<file path="src/rtl/fruit_pkg.sv">
// Shared widths, spawn FSM encodings and the saturating score helper
// for the fruit spawner and its slots.
package fruit_pkg;

  localparam int COORD_W = 5;
  localparam int SCORE_W = 8;
  localparam int KCNT_W  = 4;

  localparam logic [1:0] ST_IDLE     = 2'd0;
  localparam logic [1:0] ST_DRAW_X   = 2'd1;
  localparam logic [1:0] ST_DRAW_GAP = 2'd2;
  localparam logic [1:0] ST_WAIT     = 2'd3;

  function automatic logic [SCORE_W-1:0] sat_add(input logic [SCORE_W-1:0] a,
                                                 input logic [KCNT_W-1:0]  b);
    logic [SCORE_W:0] s;
    s = {1'b0, a} + {{(SCORE_W+1-KCNT_W){1'b0}}, b};
    return s[SCORE_W] ? {SCORE_W{1'b1}} : s[SCORE_W-1:0];
  endfunction

endpackage

</file>
<file path="src/rtl/fruit_slot.sv">
// One fruit slot: holds position, rises on frame ticks, and reports
// whether it was sliced (kill) or escaped past the top row (lost).
module fruit_slot
  import fruit_pkg::*;
#(
  parameter int TOP_ROW   = 31,
  parameter int SLICE_MIN = 4
) (
  input  logic               i_clock,
  input  logic               i_reset,
  input  logic               i_spawn,
  input  logic [COORD_W-1:0] i_spawn_x,
  input  logic               i_tick,
  input  logic               i_slice_valid,
  input  logic [COORD_W-1:0] i_slice_x,
  output logic               o_active,
  output logic [COORD_W-1:0] o_x,
  output logic [COORD_W-1:0] o_y,
  output logic               o_kill,
  output logic               o_lost
);

  logic               r_active;
  logic [COORD_W-1:0] r_x;
  logic [COORD_W-1:0] r_y;
  logic               w_kill;
  logic               w_lost;

  // A slice is judged on the pre-tick row and beats an escape in the same cycle.
  assign w_kill = r_active && i_slice_valid && (r_x == i_slice_x) &&
                  (r_y >= COORD_W'(SLICE_MIN));
  assign w_lost = r_active && i_tick && (r_y == COORD_W'(TOP_ROW)) && !w_kill;

  always_ff @(posedge i_clock) begin
    if (i_reset) begin
      r_active <= 1'b0;
      r_x      <= '0;
      r_y      <= '0;
    end else if (w_kill || w_lost) begin
      r_active <= 1'b0;
      r_x      <= '0;
      r_y      <= '0;
    end else if (i_spawn) begin
      r_active <= 1'b1;
      r_x      <= i_spawn_x;
      r_y      <= '0;
    end else if (r_active && i_tick) begin
      r_y <= r_y + 1'b1;
    end
  end

  assign o_active = r_active;
  assign o_x      = r_x;
  assign o_y      = r_y;
  assign o_kill   = w_kill;
  assign o_lost   = w_lost;

endmodule

</file>
<file path="src/rtl/fruit_spawner.sv">
// Spawn FSM drawing column and gap from the random stream, a pool of
// rising fruit slots, and slice/miss resolution with a saturating score.
module fruit_spawner
  import fruit_pkg::*;
#(
  parameter int N_SLOTS   = 4,
  parameter int TOP_ROW   = 31,
  parameter int SLICE_MIN = 4,
  parameter int MIN_GAP   = 2
) (
  input  logic                         i_clock,
  input  logic                         i_reset,
  input  logic                         i_enable,
  input  logic [COORD_W-1:0]           i_rnd_num,
  input  logic                         i_rnd_valid,
  input  logic                         i_tick,
  input  logic                         i_slice_valid,
  input  logic [COORD_W-1:0]           i_slice_x,
  output logic [N_SLOTS-1:0]           o_slot_active,
  output logic [COORD_W*N_SLOTS-1:0]   o_slot_x,
  output logic [COORD_W*N_SLOTS-1:0]   o_slot_y,
  output logic                         o_rnd_take,
  output logic                         o_hit,
  output logic                         o_miss,
  output logic [SCORE_W-1:0]           o_score
);

  localparam int GAP_W = 8;

  logic [1:0]         r_state;
  logic [GAP_W-1:0]   r_gap_cnt;
  logic [SCORE_W-1:0] r_score;

  logic [N_SLOTS-1:0] w_active;
  logic [N_SLOTS-1:0] w_spawn;
  logic [N_SLOTS-1:0] w_kill;
  logic [N_SLOTS-1:0] w_lost;
  logic               w_draw_x;
  logic               w_take_x;
  logic               w_take_gap;
  logic               w_found;
  logic [KCNT_W-1:0]  w_kill_cnt;

  assign w_draw_x   = (r_state == ST_DRAW_X) && i_enable && i_rnd_valid;
  assign w_take_x   = w_draw_x && !(&w_active);
  assign w_take_gap = (r_state == ST_DRAW_GAP) && i_enable && i_rnd_valid;

  // Lowest free slot wins, using occupancy from the start of the cycle.
  always_comb begin
    w_spawn = '0;
    w_found = 1'b0;
    for (int i = 0; i < N_SLOTS; i++) begin
      if (!w_found && !w_active[i]) begin
        w_spawn[i] = w_draw_x;
        w_found    = 1'b1;
      end
    end
  end

  always_comb begin
    w_kill_cnt = '0;
    for (int i = 0; i < N_SLOTS; i++) begin
      w_kill_cnt = w_kill_cnt + {{(KCNT_W-1){1'b0}}, w_kill[i]};
    end
  end

  for (genvar g = 0; g < N_SLOTS; g++) begin : g_slot
    fruit_slot #(
      .TOP_ROW  (TOP_ROW),
      .SLICE_MIN(SLICE_MIN)
    ) u_slot (
      .i_clock      (i_clock),
      .i_reset      (i_reset),
      .i_spawn      (w_spawn[g]),
      .i_spawn_x    (i_rnd_num),
      .i_tick       (i_tick),
      .i_slice_valid(i_slice_valid),
      .i_slice_x    (i_slice_x),
      .o_active     (w_active[g]),
      .o_x          (o_slot_x[COORD_W*g +: COORD_W]),
      .o_y          (o_slot_y[COORD_W*g +: COORD_W]),
      .o_kill       (w_kill[g]),
      .o_lost       (w_lost[g])
    );
  end

  always_ff @(posedge i_clock) begin
    if (i_reset) begin
      r_state   <= ST_IDLE;
      r_gap_cnt <= '0;
      r_score   <= '0;
    end else begin
      r_score <= sat_add(r_score, w_kill_cnt);
      if (!i_enable) begin
        r_state   <= ST_IDLE;
        r_gap_cnt <= '0;
      end else begin
        case (r_state)
          ST_IDLE:     r_state <= ST_DRAW_X;
          ST_DRAW_X:   if (w_take_x) r_state <= ST_DRAW_GAP;
          ST_DRAW_GAP: if (w_take_gap) begin
            r_gap_cnt <= GAP_W'(MIN_GAP) + {{(GAP_W-3){1'b0}}, i_rnd_num[2:0]};
            r_state   <= ST_WAIT;
          end
          ST_WAIT:     if (i_tick) begin
            if (r_gap_cnt == GAP_W'(1)) r_state <= ST_DRAW_X;
            r_gap_cnt <= r_gap_cnt - 1'b1;
          end
          default:     r_state <= ST_IDLE;
        endcase
      end
    end
  end

  assign o_slot_active = w_active;
  assign o_rnd_take    = w_take_x || w_take_gap;
  assign o_hit         = |w_kill;
  assign o_miss        = |w_lost;
  assign o_score       = r_score;

endmodule

</file>
<file path="config.mk">
export PLATFORM = sky130hd
export DESIGN_NAME = fruit_spawner
export DESIGN_NICKNAME = d
export VERILOG_FILES = /design/src/rtl/fruit_pkg.sv /design/src/rtl/fruit_slot.sv /design/src/rtl/fruit_spawner.sv
export SDC_FILE = /design/constraint.sdc
export NUM_CORES = 1
export LEC_CHECK = 0
export CAP_MARGIN = 10
export CORE_MARGIN = 3
export CORE_UTILIZATION = 40
export CTS_BUF_LIST = sky130_fd_sc_hd__clkbuf_16
export CTS_CLUSTER_DIAMETER = 120
export DETAILED_ROUTE_END_ITERATION = 10
export PLACE_DENSITY = 0.67
export SYNTH_ARGS = -nofsm -noshare
export SYNTH_HDL_FRONTEND = slang
export SYNTH_HIERARCHICAL = 1
export SYNTH_SLANG_ARGS = --single-unit
</file>
<file path="constraint.sdc">
create_clock -name i_clock -period 2.9 [get_ports i_clock]
set_input_delay 0.29 -clock i_clock [delete_from_list [all_inputs] [get_ports i_clock]]
set_output_delay 0.29 -clock i_clock [all_outputs]
set_load 0.03 [all_outputs]
</file>
==> reports/summary.txt, run 1 <==
critical path arrival: 2.96 ns
I/O Buffers: 70
post-detail-place hpwl: 6950 µm
min-delay src: r_state[1]$_SDFFE_PP0P_
P&R area growth vs syn: 37.2%
Die W: 99.2 µm
Hold Slack: 0.500 ns
Final Hold Viols: 0
synth warn: 6
Detailed Route Iter0 Violations: 84
vias in the first global route: 3,009
Met2 Wirelength: 4570 µm
Overflow after GRT: 0
Pleak: 1.83 nW
Least-Margin Pin Slew: 0.651 ns
H-tree levels: 3
share of layout cells above drive strength 1: 16.7%
crit path kind: register to register
Yosys top cell by area: dfxtp_1
syn avg cell area: 9.50 µm²
WL final: 9160 µm
reg-to-reg startpoint: g_slot[2].u_slot/o_y[4]$_SDFFE_PP0P_
Tcrit/Tclk final: 93.3%
largest net degree at the start of global routing: 14
fin nets: 499
CTS tree: done
clk_lat worst skew: 0.33 ns
Final ANT Viol Nets: 0
Crit path buffers/inverters: 2
# rows: 33
die area: 0.00985 mm²
crit start category: register
share of Yosys cell area claimed by the top area cell type: 35.7%
io pins: 71
Hold WC Path Type: register to register
final non-filler cell total: 571
Synth Instances: 366
clock sinks: 62
worst clock skew: 0.0112 ns
family with the most delay on the worst path: adder cells
gp weighted congestion: 0.898
FFs w/ async S/R, synth: 0%
crit end category: register
unrepaired setup endpoints after global routing: false
core area: 0.00834 mm²
synthesized flop and latch total: 62
f_max: 370 MHz
routed vias: 3,051
reg-to-reg slack, setup: 0.20 ns
hold path cells: 2
Max Cap Violations: 0
root buf cell: clkbuf_16
reg-to-reg endpoint: o_score[1]$_SDFF_PP0_
starting density of the core: 41.7%
final setup vio count: 0
distinct cell type count after synthesis: 51
status: completed
Tmin final: 2.70 ns
ANT cells: 0
register area share after synthesis: 35.7%
Min-Delay Endpoint: r_state[1]$_SDFFE_PP0P_
Synth Net Count: 404
Crit Path Max Fanout: 6
total track usage: 19.1%
Crit path largest cell delay: 0.53 ns
Synth area leaders: dfxtp_1 (36%), mux2i_1 (8.9%), ha_1 (6.8%), nor3_1 (6.2%), xnor2_1 (5.3%)
die height: 99.2 µm
Post-synth top cells: dfxtp_1 (62), nor3_1 (43), mux2i_1 (31)
DR pass1 iterations: 4
headroom to the max-slew limit: 56.4%
Worst EP required: 3.16 ns
Inserted Clock Buffers: 9
antenna violations before repair: 0
R2R depth: 11
critical path's slowest cell: fa_1
DRC Markers: 0
Setup TNS: 0 ns
max-slew violations: 0
Post-synth EDFFs: 0
met3 routed WL: 345 µm
PD cells: 439 mW/mm²
Mapped Area: 0.00348 mm²
Clock Pin Slew Worst Setup and Hold Paths: 0.06 ns
Synth Flop Type: dfxtp_1
highest metal used: met4
maximum VDD drop: 310 µV
count leader, synth: dfxtp_1
CP cell instances: o311ai_4 > nor4_4 > fa_1 > inv_1 > fa_1 > inv_1 > fa_2 > nand2_2 > nor2_2 > nand3_2 > a21oi_1
first-pass GRT wire length: 15,100 µm
Vias per Instance: 5.34
Cells after DPL: 554
M1 WL: 4110 µm
drt wl/cell: 16.0 µm
CTS Buffer Depth: 2
-- layer usage --
layer,track usage [%],up-vias
met5,0,-
met4,4.83,0
met3,5.82,11
met2,32.5,64
met1,23.6,1480
li1,-,1496
-- registers in the layout (all words and copies together), names as in the netlist --
signal / cells
g_slot.u_slot/o_y: 20
o_score: 8
g_slot.u_slot/o_x: 20
r_gap_cnt: 8
r_state: 2
g_slot.u_slot/o_active: 4
-- worst max-delay path by stage --
| stage | cells after the start | startpoint | endpoint |
|---|---|---|---|
| floorplan | 12 | g_slot[0].u_slot/o_x[1]$_SDFFE_PP0P_ | o_score[7]$_SDFF_PP0_ |
| global placement | 13 | i_slice_x[2] | o_score[7]$_SDFF_PP0_ |
| detailed placement | 13 | i_slice_x[2] | o_score[7]$_SDFF_PP0_ |
| CTS | 12 | i_slice_x[1] | o_score[1]$_SDFF_PP0_ |
| global route | 11 | g_slot[2].u_slot/o_y[4]$_SDFFE_PP0P_ | o_score[4]$_SDFF_PP0_ |
| finish | 11 | g_slot[2].u_slot/o_y[4]$_SDFFE_PP0P_ | o_score[1]$_SDFF_PP0_ |
-- where the power goes --
group          internal (W)  leakage (nW)  switching, W
sequential         0.000864         0.505     0.0000124
combinational     0.0000839          1.18      0.000111
clock              0.000650         0.143      0.000371
total               0.00160          1.83      0.000494
-- cell families after synthesis --
group / synth area share (%)
adder cells (fa/ha/maj): 8.56
AND/OR/NAND/NOR: 24.6
multiplexers: 8.92
AO/OA/AOI/OAI: 8.82
flip-flops: 35.7
buffers and inverters: 4.28
XOR/XNOR: 9.07
-- what timing repair did --
item / 4_1_cts / 5_1_grt
endpoints found under the setup margin: 2 / 8
buffers inserted: 0 / 1
pin swaps: 1 / 3
gates resized for setup: 6 / 13
hold buffers: 0 / 0
-- layout by cell type (no fill, tap or decap), types with 11 or more instances in the layout --
master / Yosys / routed
clkdlybuf4s50_1: 0 / 63
dfxtp_1: 62 / 52
nor3_1: 43 / 43
mux2i_1: 31 / 31
buf_4: 0 / 25
inv_1: 20 / 22
nand3_1: 23 / 22
nor2_1: 23 / 22
xnor2_1: 21 / 19
ha_1: 19 / 19
nand2_1: 14 / 13
xor2_1: 15 / 13
a21oi_1: 11 / 11
-- through the flow --
step                      worst slack (ns)  total power, W  cell area [µm²]  util [%]
final                                0.195         0.00209             4770      57.2
after global routing                0.0344         0.00217             4770      57.2
after CTS                           0.0180         0.00211             4710      56.4
after detailed placement            -0.405         0.00109             4430      53.1
after global placement              -0.292         0.00108             4430      53.1
after floorplan                    0.00444         0.00100             3490         -
-- area by class of cell --
| cell class | instances | area (µm²) |
|---|---|---|
| flip-flops and latches | 62 | 1250 |
| repair buffers | 95 | 882 |
| well taps | 105 | 131 |
| clock inverters | 7 | 57.6 |
| clock buffers | 9 | 225 |
| multi-input cells | 273 | 2150 |
| inverters | 20 | 75.1 |
| fillers | 749 | 3570 |
-- worst reg2reg max path, delay by kind of cell (launching register included) --
family / cells / cell delay (ns)
AO/OA/AOI/OAI: 2 / 0.54
adder cells (fa/ha/maj): 3 / 1.12
buffers and inverters: 2 / 0.13
flip-flops: 1 / 0.37
AND/OR/NAND/NOR: 4 / 0.49
Note: power is estimated with default switching activity, not from simulation.
==> run 2: changes to the inputs <==
--- a/config.mk
+++ b/config.mk
@@ -11,7 +11,7 @@
 export CTS_BUF_LIST = sky130_fd_sc_hd__clkbuf_16
 export CTS_CLUSTER_DIAMETER = 120
 export DETAILED_ROUTE_END_ITERATION = 10
-export PLACE_DENSITY = 0.67
+export DONT_BUFFER_PORTS = 1
 export SYNTH_ARGS = -nofsm -noshare
 export SYNTH_HDL_FRONTEND = slang
 export SYNTH_HIERARCHICAL = 1
==> run 2 against run 1 <==
  * Die area unchanged
  * Clock power up 13%
  * Sequential share of layout area up 3.8 points
  * Largest cell class unchanged
  * Register-to-register slack lost 0.02 ns
  * Critical endpoint is now o_score[7]$_SDFF_PP0_
==> reports/summary.txt, run 2 (same netlist as run 1, synthesis figures left out) <==
largest net degree at the start of global routing: 15 (+1)
# rows: 33 (unchanged)
placed cell areas: 0.00383 mm² (-13%)
headroom to the max-slew limit: 50.6% (-5.8 points)
f_max: 366 MHz (-0.91%)
maximum VDD drop: 342 µV (+11%)
share of layout cells above drive strength 1: 21.0% (+4.3 points)
die area: 0.00985 mm² (unchanged)
P&R area growth vs syn: 19.9%
worst clock skew: 0.00666 ns (-0.00451 ns)
Vias per Instance: 5.49 (+2.8%)
Detailed Route Iter0 Violations: 152 (+81%)
drt wl/cell: 17.3 µm (+7.9%)
commonest non-fill, non-tap cells in the layout: dfxtp_1 (52), nor3_1 (43), buf_4 (38)
DR pass1 iterations: 5 (+1)
worst setup margin: 0.171 ns (-0.0248 ns)
CTS Buffer Depth: 2 (unchanged)
Worst EP required: 3.11 ns (-0.05 ns)
DRC Markers: 0 (unchanged)
Hold Buf Count CTS: 0 (unchanged)
Inserted Clock Buffers: 9 (unchanged)
Crit Path Max Fanout: 3 (-3)
ANT cells: 0 (unchanged)
gp weighted congestion: 0.817 (-8.9%)
I/O Buffers: 0 (-100%)
root buf cell: clkbuf_16
post-detail-place hpwl: 6640 µm (-4.5%)
final setup vio count: 0 (unchanged)
Least-Margin Pin Slew: 0.738 ns (+0.0871 ns)
Clock Pin Slew Worst Setup and Hold Paths: 0.06 ns (about the same)
met1 Usage GRT: 22.1% (-1.5 points)
Tmin final: 2.73 ns (+0.0248 ns)
Hold Slack: 0.0234 ns (-0.477 ns)
antenna violations before repair: 0 (unchanged)
crit end category: register
Final Hold Viols: 0 (unchanged)
Overflow after GRT: 0 (unchanged)
first-pass GRT wire length: 14,400 µm (-5.0%)
fin nets: 442 (-11%)
io pins: 71 (unchanged)
most used routing layer: met2
Die W: 99.2 µm (unchanged)
routed vias: 2,824 (-7.4%)
Cells after DPL: 498 (-10%)
WL final: 8900 µm (-2.9%)
reg-to-reg slack, setup: 0.17 ns (-0.02 ns)
critical path arrival: 2.94 ns (-0.02 ns)
Final Power: 0.00216 W (+3.4%)
most common cell after layout, fill and taps aside: dfxtp_1
Reg area: 0.00125 mm² (unchanged)
die height: 99.2 µm (unchanged)
max-slew violations: 0 (unchanged)
crit path kind: register to register
vias in the first global route: 2,810 (-6.6%)
pre-CTS setup slack: 0.139 ns (+0.544 ns)
starting density of the core: 41.7% (unchanged)
GRT met2 Usage: 30.6% (-2.0 points)
final instance area: 0.00417 mm² (-13%)
area of the multi-input gates: 0.00210 mm² (-2.1%)
clock sinks: 62 (unchanged)
Final ANT Viol Nets: 0 (unchanged)
Hold WC Path Type: input pin to register
Pleak: 1.65 nW (-10%)
crit start category: register
clk_lat worst skew: 0.33 ns (about the same)
CTS tree: done
Tcrit/Tclk final: 94.1% (+0.86 points)
Max Cap Violations: 0 (unchanged)
H-tree levels: 3 (unchanged)
total track usage: 18.5% (-0.67 points)
PD cells: 519 mW/mm² (+18%)
met3 GRT Util: 8.56% (+2.7 points)
core area: 0.00834 mm² (unchanged)
final non-filler cell total: 514 (-10%)
status: completed
fill count: 806 (+7.6%)
[run 2: changes by cell type in the layout (fill, tap and decap cells not counted), moves of 2 or more]
cell	change
inv_1	-2
xor2_2	-2
xnor2_1	+2
dlygate4sd2_1	-4
clkinv_4	+2
xor2_1	+2
xnor2_2	-2
clkdlybuf4s50_1	-63
buf_4	+13
[run 2: critical path, stage by stage (launching register included)]
cell      delay [ns]
dfxtp_2         0.32
xnor2_1         0.20
o311ai_2        0.17
nor4_4          0.20
fa_1            0.47
inv_1           0.08
fa_1            0.18
inv_1           0.06
fa_1            0.41
nand2_1         0.13
nor2_2          0.07
nor4b_2         0.26
nor3b_1         0.07
[run 2: repair_timing]
item / in CTS / in global routing
setup endpoints to repair: 0 / 7
gates resized for setup: 0 / 3
buffers inserted: 0 / 0
[run 2: where the power goes]
part	leakage (nW)	internal, W	switching, W
Clock	0.154	0.000754	0.000400
Combinational	0.989	0.0000542	0.0000796
Sequential	0.505	0.000864	0.0000118
Total	1.65	0.00167	0.000491
[run 2: worst paths after layout]
check	from	end	cells after the start
hold reg to reg	r_gap_cnt[1]$_SDFFE_PP0P_	r_gap_cnt[1]$_SDFFE_PP0P_	2
setup reg to reg	g_slot[2].u_slot/o_x[0]$_SDFFE_PP0P_	o_score[7]$_SDFF_PP0_	12
hold / removal	i_reset	o_score[1]$_SDFF_PP0_	1
setup / recovery	g_slot[2].u_slot/o_x[0]$_SDFFE_PP0P_	o_score[7]$_SDFF_PP0_	12
[run 2: final cells by class]
cell class / count / share of cell area [%]
Inverter: 20 / 1.80
Timing Repair Buffer: 38 / 6.84
Clock inverter: 7 / 2.34
Sequential cell: 62 / 30.1
Clock buffer: 9 / 5.40
Multi-Input combinational cell: 273 / 50.4
Tap cell: 105 / 3.15
[run 2: through the flow]
stage | utilization, % | TNS [ns]
final | 50.0 | 0
after global placement | 45.9 | 0
after global routing | 50.0 | -0.0147
after CTS | 49.8 | 0
after floorplan | - | 0
after detailed placement | 45.9 | 0
[run 2: routing by layer]
| metal | wire length, µm | vias to the layer above |
|---|---|---|
| li1 | - | 1385 |
| met1 | 3800 | 1358 |
| met2 | 4300 | 74 |
| met3 | 749 | 7 |
| met4 | 48 | 0 |
| met5 | 0 | - |
